`config.mk`:
```
export PLATFORM = sky130hd
export DESIGN_NAME = dec_pulse_flat
export DESIGN_NICKNAME = d
export VERILOG_FILES = /design/src/rtl/dec_pulse_if.sv /design/src/rtl/dec_pulse.sv /design/src/flat_wrapper.sv
export SDC_FILE = /design/constraint.sdc
export NUM_CORES = 1
export LEC_CHECK = 0
export BUFFER_PORTS_ARGS = -buffer_cell sky130_fd_sc_hd__buf_2
export CAP_MARGIN = 30
export CORE_AREA = 2 2 57 59
export DETAILED_ROUTE_END_ITERATION = 12
export DIE_AREA = 0 0 59 61
export PLACE_DENSITY_LB_ADDON = 0.25
export SLEW_MARGIN = 20
export SYNTH_ARGS = -nofsm -noshare
export SYNTH_HDL_FRONTEND = slang
export SYNTH_SLANG_ARGS = --single-unit
```
`constraint.sdc`:
```
create_clock -name clk -period 3 [get_ports clk]
set_input_delay 0.3 -clock clk [delete_from_list [all_inputs] [get_ports clk]]
set_output_delay 0.3 -clock clk [all_outputs]
set_load 0.05 [all_outputs]
```
`src/rtl/dec_pulse_if.sv`:
```
// Handshake and output bundle for the dec_pulse timed 3-to-8 decoder.
// The master side drives codes and control; the slave side is the decoder.
interface dec_pulse_if #(
  parameter int unsigned CNT_W = 8
);
  logic             en;
  logic             clr;
  logic             in_valid;
  logic [2:0]       in_code;
  logic             in_ready;
  logic [7:0]       y;
  logic             y_valid;
  logic             busy;
  logic [CNT_W-1:0] done_cnt;

  modport master (
    output en, clr, in_valid, in_code,
    input  in_ready, y, y_valid, busy, done_cnt
  );

  modport slave (
    input  en, clr, in_valid, in_code,
    output in_ready, y, y_valid, busy, done_cnt
  );
endinterface

```
`src/rtl/dec_pulse.sv`:
```
// Registered 3-to-8 decoder: each accepted code becomes a one-hot pulse held for
// HOLD_CYCLES clocks, followed by GAP_CYCLES clocks of all-zero output.
module dec_pulse #(
  parameter int unsigned HOLD_CYCLES = 4,
  parameter int unsigned GAP_CYCLES  = 1,
  parameter int unsigned CNT_W       = 8
) (
  input logic        clk,
  input logic        rst_n,
  dec_pulse_if.slave bus
);

  typedef enum logic [1:0] {StIdle, StHold, StGap} state_e;

  // Timer counts down to zero, so a load of N-1 yields exactly N clocks in the state.
  localparam logic [7:0] HoldLoad = 8'(HOLD_CYCLES - 1);
  localparam logic [7:0] GapLoad  = (GAP_CYCLES > 0) ? 8'(GAP_CYCLES - 1) : 8'd0;

  state_e           state_q;
  logic [2:0]       code_q;
  logic [7:0]       timer_q;
  logic [7:0]       y_q;
  logic             y_valid_q;
  logic             busy_q;
  logic [CNT_W-1:0] done_cnt_q;

  logic in_ready;
  logic xfer;

  assign in_ready = (state_q == StIdle) & bus.en & ~bus.clr;
  assign xfer     = bus.in_valid & in_ready;

  always_ff @(posedge clk or negedge rst_n) begin
    if (!rst_n) begin
      state_q    <= StIdle;
      code_q     <= '0;
      timer_q    <= '0;
      y_q        <= '0;
      y_valid_q  <= 1'b0;
      busy_q     <= 1'b0;
      done_cnt_q <= '0;
    end else if (bus.clr) begin
      // Abort from any state; an interrupted pulse is not counted as done.
      state_q   <= StIdle;
      timer_q   <= '0;
      y_q       <= '0;
      y_valid_q <= 1'b0;
      busy_q    <= 1'b0;
    end else begin
      unique case (state_q)
        StIdle: begin
          if (xfer) begin
            code_q    <= bus.in_code;
            timer_q   <= HoldLoad;
            state_q   <= StHold;
            y_q       <= 8'd1 << bus.in_code;
            y_valid_q <= 1'b1;
            busy_q    <= 1'b1;
          end
        end
        StHold: begin
          if (timer_q != 8'd0) begin
            timer_q <= timer_q - 8'd1;
            y_q     <= 8'd1 << code_q;
          end else begin
            done_cnt_q <= done_cnt_q + 1'b1;
            y_q        <= '0;
            y_valid_q  <= 1'b0;
            if (GAP_CYCLES > 0) begin
              state_q <= StGap;
              timer_q <= GapLoad;
            end else begin
              state_q <= StIdle;
              timer_q <= '0;
              busy_q  <= 1'b0;
            end
          end
        end
        StGap: begin
          if (timer_q != 8'd0) begin
            timer_q <= timer_q - 8'd1;
          end else begin
            state_q <= StIdle;
            busy_q  <= 1'b0;
          end
        end
        default: begin
          state_q   <= StIdle;
          timer_q   <= '0;
          y_q       <= '0;
          y_valid_q <= 1'b0;
          busy_q    <= 1'b0;
        end
      endcase
    end
  end

  assign bus.in_ready = in_ready;
  assign bus.y        = y_q;
  assign bus.y_valid  = y_valid_q;
  assign bus.busy     = busy_q;
  assign bus.done_cnt = done_cnt_q;

  always_ff @(posedge clk) begin
    if (rst_n) begin
      assert ((y_q & (y_q - 8'd1)) == 8'd0)
        else $error("dec_pulse: y is multi-hot");
    end
  end

endmodule

```
`src/flat_wrapper.sv`:
```
// flat-port wrapper written by rule: the top's interface ports become plain ports
module dec_pulse_flat 
#(
  parameter int unsigned HOLD_CYCLES = 4,
  parameter int unsigned GAP_CYCLES  = 1,
  parameter int unsigned CNT_W       = 8
)
  (clk, rst_n, bus_en, bus_clr, bus_in_valid, bus_in_code, bus_in_ready, bus_y, bus_y_valid, bus_busy, bus_done_cnt);
  dec_pulse_if #(.CNT_W(CNT_W)) bus_i ();
  input logic clk;
  input logic rst_n;
  input wire logic [$bits(bus_i.en)-1:0] bus_en;
  input wire logic [$bits(bus_i.clr)-1:0] bus_clr;
  input wire logic [$bits(bus_i.in_valid)-1:0] bus_in_valid;
  input wire logic [$bits(bus_i.in_code)-1:0] bus_in_code;
  output wire logic [$bits(bus_i.in_ready)-1:0] bus_in_ready;
  output wire logic [$bits(bus_i.y)-1:0] bus_y;
  output wire logic [$bits(bus_i.y_valid)-1:0] bus_y_valid;
  output wire logic [$bits(bus_i.busy)-1:0] bus_busy;
  output wire logic [$bits(bus_i.done_cnt)-1:0] bus_done_cnt;
  assign bus_i.en = bus_en;
  assign bus_i.clr = bus_clr;
  assign bus_i.in_valid = bus_in_valid;
  assign bus_i.in_code = bus_in_code;
  assign bus_in_ready = bus_i.in_ready;
  assign bus_y = bus_i.y;
  assign bus_y_valid = bus_i.y_valid;
  assign bus_busy = bus_i.busy;
  assign bus_done_cnt = bus_i.done_cnt;
  dec_pulse #(.HOLD_CYCLES(HOLD_CYCLES), .GAP_CYCLES(GAP_CYCLES), .CNT_W(CNT_W)) u_core (.clk(clk), .rst_n(rst_n), .bus(bus_i));
endmodule
```
# [Yosys cells after proc, flatten, opt, wreduce, memory -nomap -nowiden]
# Cells that the tools add are included.
[op_classes] n_reduce_logical=9 add_sub_neg=2 mux=20 n_shift=2 bitwise=5 eq_ne=8
[ops] cell="8-bit 2-to-1 mux" count=7
[ops] cell="8-bit case mux with 3 select lines" count=2
[ops] cell="1-bit by 3-bit left shift with 8-bit output, first input constant" count=2
[ops] cell="3-bit AND reduction" count=5
[ops] cell="8-bit by 1-bit adder with 8-bit output, second input constant" count=1
[ops] cell="2-bit 2-to-1 mux" count=4
[ops] cell="8-bit nonzero test" count=1
[ops] cell="8-bit by 1-bit subtractor with 8-bit output, second input constant" count=1
[ops] cell="3-bit by 2-bit != test with 1-bit output, second input constant" count=2
[ops] cell="3-bit != test, second input constant" count=2
[ops] cell="1-bit case mux with 3 select lines" count=2
[ops] cell="2-bit case mux with 3 select lines" count=1
[ops] cell="1-bit 2-to-1 mux" count=4
[ops] cell="2-bit != test, second input constant" count=2
[ops] cell="2-bit AND reduction" count=2
[ops] cell="1-bit bitwise AND" count=3
[ops] cell="2-bit by 1-bit equality test with 1-bit output, second input constant" count=1
[ops] cell="2-bit equality test, second input constant" count=1
[ops] cell="2-bit zero test" count=1
[ops] cell="1-bit NOT" count=2
[word_totals] ff_bits=31 inputBits=8

# [Depth between registers and ports, before layout]
# Gate-level depths: netlist of the first run.
[logic_depth] word_depth=7 depth_mapped=7

# [Worst setup path before layout of the first run]
# No wires, ideal clock.
[synth_path] path_kind="flip-flop to flip-flop" startpoint="reg u_core.timer_q[0]" endpoint="reg u_core.done_cnt_q[1] (netlist: u_core.bus.done_cnt[1])" path_stages_with_launch=6 n_path_buf=0 setup_ps=125 synth_period_minus_slack_ps=2021 arrival_ps=1896 slack_ps=979 required_time_ps=2875 cell_sequence="dfrtp_1 inv_1 ha_1 or3b_2 or3_4 mux2_4"
[synth_via] elab_chain_len=3
[synth_rtl] item="start: declaration" line_no="dec_pulse.sv:21" rtl="logic [7:0] timer_q;"
[synth_rtl] item="start signal: assignment" line_no="dec_pulse.sv:54" rtl="timer_q <= HoldLoad;"
[synth_rtl] item="start signal: assignment" line_no="dec_pulse.sv:63" rtl="timer_q <= timer_q - 8'd1;"
[synth_rtl] item="start signal: assignment" line_no="dec_pulse.sv:71" rtl="timer_q <= GapLoad;"
[synth_rtl] item="8-bit nonzero test" line_no="dec_pulse.sv:62" rtl="if (timer_q != 8'd0) begin"
[synth_rtl] item="1-bit NOT (no line)"
[synth_rtl] item="3-bit AND reduction (no line)"
[synth_rtl] item="end signal: assignment" line_no="dec_pulse.sv:66" rtl="done_cnt_q <= done_cnt_q + 1'b1;"
[synth_rtl] item="end: declaration" line_no="dec_pulse.sv:25" rtl="logic [CNT_W-1:0] done_cnt_q;"
# No other way between the ends.
# A chain may end at the register's enable or synchronous reset.

# [Worst setup path in the final report of the first run]
[layout_path] startpoint="reg u_core.timer_q[0]" endpoint="reg u_core.y_q[2] (netlist: u_core.bus.y[2])"
[layout_via] elab_chain_len=4
[layout_rtl] item="8-bit nonzero test" line_no="dec_pulse.sv:62"
[layout_rtl] item="8-bit 2-to-1 mux" line_no="dec_pulse.sv:62"
[layout_rtl] item="8-bit case mux with 3 select lines" line_no="dec_pulse.sv:50" rtl="unique case (state_q)"
[layout_rtl] item="8-bit 2-to-1 mux" line_no="dec_pulse.sv:42" rtl="end else if (bus.clr) begin"
[layout_rtl] item="end signal: assignment" line_no="dec_pulse.sv:56" rtl="y_q <= 8'd1 << bus.in_code;"
[layout_rtl] item="end signal: assignment" line_no="dec_pulse.sv:64" rtl="y_q <= 8'd1 << code_q;"
[layout_rtl] item="end: declaration" line_no="dec_pulse.sv:22" rtl="logic [7:0] y_q;"
# No other way between the ends.

==> impl_metrics.py, run 1 <==
metrics = {
    "status": {
        "outcome": "finished with violations",
        "violations": "hold timing",
    },
    "sta": {
        "fin_crit_sh_pct": 74.0,
        "relSlewSlack_pct": 53.0,
        "grt_setup_unrepaired": "false",
        "timing.fmax_mhz": 451,
        "fin_crit_ps": 2220,
        "final_hold_viol_count": 15,
        "finClkSkew_ps": 11.8,
        "holdWs_ps": -10.6,
        "finalSetupViolations": 0,
        "drv_slew": 0,
        "worstMarginPinSlew_ps": 704,
        "setup_tns_ps": 0,
    },
    "global_routing": {
        "antenna_found_initial": 0,
        "track_usage_pct": 22.8,
        "use_met2_pct": 37.5,
        "grt_pass1_vias": 1319,
        "use_met3_pct": 6.61,
        "grt_max_degree": 32,
        "grt_util_met1_pct": 29.8,
        "grt_overflow": 0,
        "top_usage_layer": "met2",
        "grt_pass1_wl_mm": 6.17,
    },
    "placement": {
        "dp_hpwl_mm": 2.72,
        "io_buffers": 26,
        "gp_congestion": 0.828,
        "dp.cells": 224,
    },
    "die": {
        "row_count": 20,
        "die_w_um": 59,
        "initial_core_util_pct": 57.8,
        "core-area_sq_mm": 0.00295,
        "dieHeight_um": 61,
        "die_area_sq_mm": 0.00360,
        "io_pins": 27,
    },
    "power_and_ir_drop": {
        "peakVddDrop_mv": 0.480,
        "p_per_area_mw_per_mm2": 754,
        "p_leak_uw": 0.000899,
    },
    "clock_network": {
        "clk_latency_ps": 340,
        "post_cts_resized": 0,
        "clock_tree.buffer_depth": 2,
        "clockRootBuffer": "clkbuf_4",
        "hold_buffers": 0,
        "clk_pin_slew_ps": 100,
        "tritoncts": "built",
        "cts_made_buffers": 5,
        "cts_setup_buffers": 0,
        "cts_sinks": 31,
        "cts_max_level": 2,
    },
    "drt": {
        "drc": 0,
        "vias": 1444,
        "ant_nets": 0,
        "via_per_inst": 6.22,
        "dr.first_iter.drc_count": 64,
        "wl_mm": 3.75,
        "wire_per_inst_um": 16.1,
        "drt_pass1_iterations": 4,
    },
    "synthesis": {
        "synth-seq-cells": 31,
        "muxShareOfSynthArea_pct": 4.03,
        "syn-num-nets": 180,
        "yosysUniqueCellTypes": 48,
        "synth_top_family_by_area": "simple AND/OR/NAND/NOR gates",
        "netlist_area_sq_mm": 0.00171,
        "synth.avg_cell_area_sq_um": 10.0,
        "yosys.area_share.simple_pct": 22.0,
        "yosys_warnings": 0,
        "synth_compound_area_share_pct": 20.4,
        "synthFlopType": "dfrtp_1",
        "synth_edf_count": 0,
        "synth_fa_ha_area_share_pct": 1.47,
        "synthCells": 170,
        "synthXorXnorAreaFrac_pct": 3.59,
        "synth-seq-area-share_pct": 45.4,
        "async_reset_ff_share_pct": 100,
    },
    "finish": {
        "layout_common_cells": "31 x dfrtp_1, 26 x buf_2, 14 x a21oi_1",
        "fillers": 255,
        "antenna_cells": 0,
        "regArea_sq_um": 776,
        "mostFrequentLayoutCell": "dfrtp_1",
        "stdcell_count": 232,
        "fin_nets": 208,
        "area_growth_pct": 12.7,
        "multi_input_area_sq_um": 878,
        "drive_gt1_share_pct": 23.6,
        "finish.utilization_pct": 65.2,
    },
    "worst_setup_path": {
        "reg2reg_setup_slack_ps": 780,
        "worstReg2RegStart": "u_core.timer_q[0]",
        "cp-start-kind": "flop",
        "ff2ff_path_depth": 6,
        "crit_arrival_ps": 2440,
        "critPathMaxFanout": 7,
        "path_class": "flop to flop",
        "crit_path_end_kind": "flop",
        "r2r_end": "u_core.bus.y[2]",
        "required_ps": 3220,
    },
    "hold_path": {
        "hold_path_class": "primary input to asynchronous set/reset pin",
    },
    "job": {
        "max_cap_violations": 0,
    },
}
-- registers in the layout, indices dropped and copies added, names as in the netlist --
name and count:
u_core.code_q 3, u_core.timer_q 8, u_core.bus.busy 1, u_core.bus.y_valid 1
u_core.bus.done_cnt 8, u_core.state_q 2, u_core.bus.y 8
-- how the worst max path moves through the flow --
stage	from	to	slack, ps	depth (start not counted)
after global routing	u_core.timer_q[0]	u_core.timer_q[5]	690	6
after global placement	u_core.timer_q[0]	u_core.bus.done_cnt[1]	940	5
after CTS	u_core.timer_q[0]	u_core.bus.y[3]	850	6
after floorplan	u_core.timer_q[0]	u_core.bus.done_cnt[1]	980	5
final	u_core.timer_q[0]	u_core.bus.y[2]	780	6
after detailed placement	u_core.timer_q[0]	u_core.bus.y[3]	870	6
-- kinds of logic (layout without fill, tap and decap cells) --
group,count (synthesis),count (layout)
fa+ha+maj,2,2
compound gates,50,50
flops,31,31
mux,6,6
xor+xnor,7,7
buf+inv,12,41
simple gates,62,62
-- power breakdown --
part / total, uW / switching, uW / internal, uW / leakage (uW)
Combinational: 578 / 375 / 203 / 0.000446
Sequential: 588 / 99.9 / 489 / 0.000415
Clock: 285 / 148 / 138 / 0.0000386
Total: 1450 / 623 / 829 / 0.000899
-- cells in the mapped netlist, drive strengths merged (2+ instances only) --
| cell | count | area, sq um |
|---|---|---|
| a2111o | 2 | 22.5 |
| a21boi | 2 | 18.8 |
| a21oi | 14 | 70.1 |
| a22o | 4 | 35.0 |
| a32oi | 2 | 17.5 |
| and2 | 2 | 12.5 |
| and3 | 2 | 12.5 |
| buf | 2 | 16.3 |
| clkbuf | 4 | 15.0 |
| dfrtp | 31 | 776 |
| ha | 2 | 25.0 |
| inv | 6 | 22.5 |
| mux2 | 4 | 48.8 |
| mux2i | 2 | 20.0 |
| nand2 | 12 | 45.0 |
| nand2b | 3 | 18.8 |
| nand3 | 8 | 40.0 |
| nand3b | 2 | 15.0 |
| nor2 | 9 | 33.8 |
| nor2b | 2 | 12.5 |
| nor3 | 4 | 20.0 |
| nor3b | 2 | 15.0 |
| nor4 | 4 | 55.1 |
| o21ai | 11 | 58.8 |
| o31ai | 5 | 37.5 |
| o41ai | 2 | 17.5 |
| or3 | 5 | 36.3 |
| or3b | 2 | 17.5 |
| or4 | 3 | 26.3 |
| xnor2 | 5 | 43.8 |
| xor2 | 2 | 17.5 |
-- through the flow --
stage / total power [uW] / instance area, sq um / setup slack (ps)
final: 1450 / 1920 / 781
after global routing: 1540 / 1920 / 694
after CTS: 1440 / 1920 / 850
after detailed placement: 1160 / 1860 / 875
after global placement: 1140 / 1860 / 937
after floorplan: 1030 / 1710 / 979
-- area by class of cell --
| cell class | instances | area share [%] |
|---|---|---|
| clock buffers | 8 | 3.58 |
| inverters | 6 | 1.17 |
| multi-input cells | 127 | 45.6 |
| flip-flops and latches | 31 | 40.3 |
| well taps | 33 | 2.15 |
| repair buffers | 27 | 7.15 |
-- routing by layer --
| layer | share of wire, % | wire (um) |
|---|---|---|
| met1 | 46 | 1720 |
| met2 | 48 | 1810 |
| met3 | 5.0 | 189 |
| met5 | 0 | 0 |
| met4 | 0.83 | 31 |
-- critical path: stages, from the launching register on --
cell	delay (ps)
dfrtp_1	420
inv_1	110
ha_1	220
nor3b_1	610
a21boi_2	240
a41o_1	290
a22o_1	210
(Power assumes the default switching activity.)
==> inputs of run 2 (changes only) <==
--- a/config.mk
+++ b/config.mk
@@ -7,9 +7,9 @@
 export LEC_CHECK = 0
 export BUFFER_PORTS_ARGS = -buffer_cell sky130_fd_sc_hd__buf_2
 export CAP_MARGIN = 30
-export CORE_AREA = 2 2 57 59
+export CORE_AREA = 2 2 59 61
 export DETAILED_ROUTE_END_ITERATION = 12
-export DIE_AREA = 0 0 59 61
+export DIE_AREA = 0 0 61 63
 export PLACE_DENSITY_LB_ADDON = 0.25
 export SLEW_MARGIN = 20
 export SYNTH_ARGS = -nofsm -noshare
==> constraint.sdc (replaced) <==
create_clock -name clk -period 2.2 [get_ports clk]
set_input_delay 0.22 -clock clk [delete_from_list [all_inputs] [get_ports clk]]
set_output_delay 0.22 -clock clk [all_outputs]
set_load 0.05 [all_outputs]
==> run 2 against run 1 <==
Against the previous run: the flow now finishes without violations; sequential power up 33%; maximum frequency up 11%; utilization down 4.0 points; via count up 0.62%; total power up 34%; sequential share of layout area down 1.0 points; setup slack worse by 580 ps; largest cell class unchanged.
==> impl_metrics.py, run 2 (synthesized netlist as in run 1, its figures left out) <==
metrics = {
    "finish": {
        "fin_nets": 213,
        "layout_common_cells": "31 x dfrtp_1, 26 x buf_2, 14 x a21oi_1",
        "mostFrequentLayoutCell": "dfrtp_1",
        "drive_gt1_share_pct": 25.5,
        "area_growth_pct": 15.7,
        "antenna_cells": 0,
    },
    "sta": {
        "final_hold_viol_count": 0,
        "drv_slew": 0,
        "finClkSkew_ps": 6.24,
        "worstMarginPinSlew_ps": 670,
        "fin_crit_sh_pct": 91.0,
        "setup_tns_ps": 0,
        "grt_setup_unrepaired": "false",
        "relSlewSlack_pct": 55.3,
        "timing.fmax_mhz": 499,
        "holdWs_ps": 163,
        "setup_slack_ps": 197,
        "fin_crit_ps": 2000,
        "finalSetupViolations": 0,
    },
    "worst_setup_path": {
        "path_class": "flop to flop",
        "crit_arrival_ps": 2240,
        "required_ps": 2430,
        "critPathMaxFanout": 6,
        "crit_path_end_kind": "flop",
        "cp-start-kind": "flop",
    },
    "clock_network": {
        "clockRootBuffer": "clkbuf_4",
        "clk_pin_slew_ps": 100,
        "clock_tree.buffer_depth": 2,
        "cts_sinks": 31,
        "tritoncts": "built",
        "cts_made_buffers": 5,
        "clk_latency_ps": 340,
        "cts_max_level": 2,
        "cts_setup_buffers": 0,
    },
    "die": {
        "die_w_um": 61,
        "core-area_sq_mm": 0.00323,
        "die_area_sq_mm": 0.00384,
        "io_pins": 27,
        "initial_core_util_pct": 52.8,
        "dieHeight_um": 63,
        "row_count": 21,
    },
    "drt": {
        "drt_pass1_iterations": 4,
        "via_per_inst": 5.81,
        "drc": 0,
        "routed-wl-met2_mm": 1.79,
        "m1WireLength_mm": 1.61,
        "wl_met3_um": 190,
        "top_layer_used": "met4",
        "vias": 1453,
        "ant_nets": 0,
        "wire_per_inst_um": 14.5,
        "dr.first_iter.drc_count": 44,
        "wl_mm": 3.63,
    },
    "status": {
        "outcome": "complete, no violations",
    },
    "global_routing": {
        "grt_pass1_wl_mm": 6.18,
        "antenna_found_initial": 0,
        "grt_overflow": 0,
        "grt_max_degree": 32,
        "track_usage_pct": 21.2,
        "grt_pass1_vias": 1368,
    },
    "placement": {
        "preCtsSetupSlack_ps": 80.1,
        "gp_congestion": 0.850,
        "dp_hpwl_mm": 2.68,
        "io_buffers": 26,
    },
    "job": {
        "max_cap_violations": 0,
    },
    "power_and_ir_drop": {
        "p_leak_uw": 0.000922,
        "peakVddDrop_mv": 0.432,
        "p_per_area_mw_per_mm2": 986,
    },
    "hold_path": {
        "hold_path_class": "primary input to flop",
    },
}
## run 2: changes by cell type in the layout (fill, tap and decap cells not counted), sizes merged
cell / previous run / this run
clkinv: 0 / 3
dlygate4sd3: 0 / 1
clkbuf: 8 / 5
buf: 27 / 31
## run 2: per-layer routing
metal / vias up / GRT usage, %
met1: 696 / 28.0
met4: 0 / 7.34
met3: 4 / 6.63
li1: 705 / -
met5: - / 0
met2: 48 / 32.5
## run 2: worst max-delay path, cell delays in order (launching register included)
cell and delay (ps):
dfrtp_1 420, inv_1 110, ha_1 210, or3b_4 460
or3_4 400, mux2_4 300
## run 2: final cells by class
cell class                 instances  area [sq um]
clock buffer                       5          37.5
inverter                           6          22.5
timing repair buffer              32           178
clock inverter                     3          15.0
fill                             302          1260
tap                               46          57.6
sequential                        31           776
multi-input combinational        127           890
## run 2: timing repair
item | in CTS | in global routing
setup endpoints to repair | 0 | 2
hold endpoints to repair | 31 | 0
gates resized for setup | 0 | 3
hold buffers | 1 | 0
## run 2: report_power, final
part	switching, uW	internal (uW)	total [uW]
Clock	196	119	315
Sequential	117	667	783
Combinational	543	308	851
Total	856	1090	1950
## run 2: path summary, 6_finish.rpt
kind	start	endpoint	slack, ps	cells past startpoint
setup / recovery	u_core.timer_q[0]	u_core.bus.done_cnt[1]	200	5
min in group asynchronous	rst_n	u_core.bus.y[0]	440	2
hold / removal	bus_in_code[0]	u_core.code_q[0]	160	2
hold reg to reg	u_core.bus.done_cnt[7]	u_core.bus.done_cnt[7]	470	1
setup reg to reg	u_core.timer_q[0]	u_core.bus.done_cnt[1]	200	5
max in group asynchronous	rst_n	u_core.timer_q[1]	1320	2
## run 2: per-stage QoR
| step | util, % | cell area (sq um) | power [uW] | cells |
|---|---|---|---|---|
| floorplan | - | 1710 | 1410 | 170 |
| global placement | 58.8 | 1900 | 1580 | 241 |
| detailed placement | 58.8 | 1900 | 1620 | 241 |
| CTS | 60.8 | 1960 | 1930 | 250 |
| global route | 61.1 | 1980 | 2090 | 250 |
| finish | 61.1 | 1980 | 1950 | 250 |
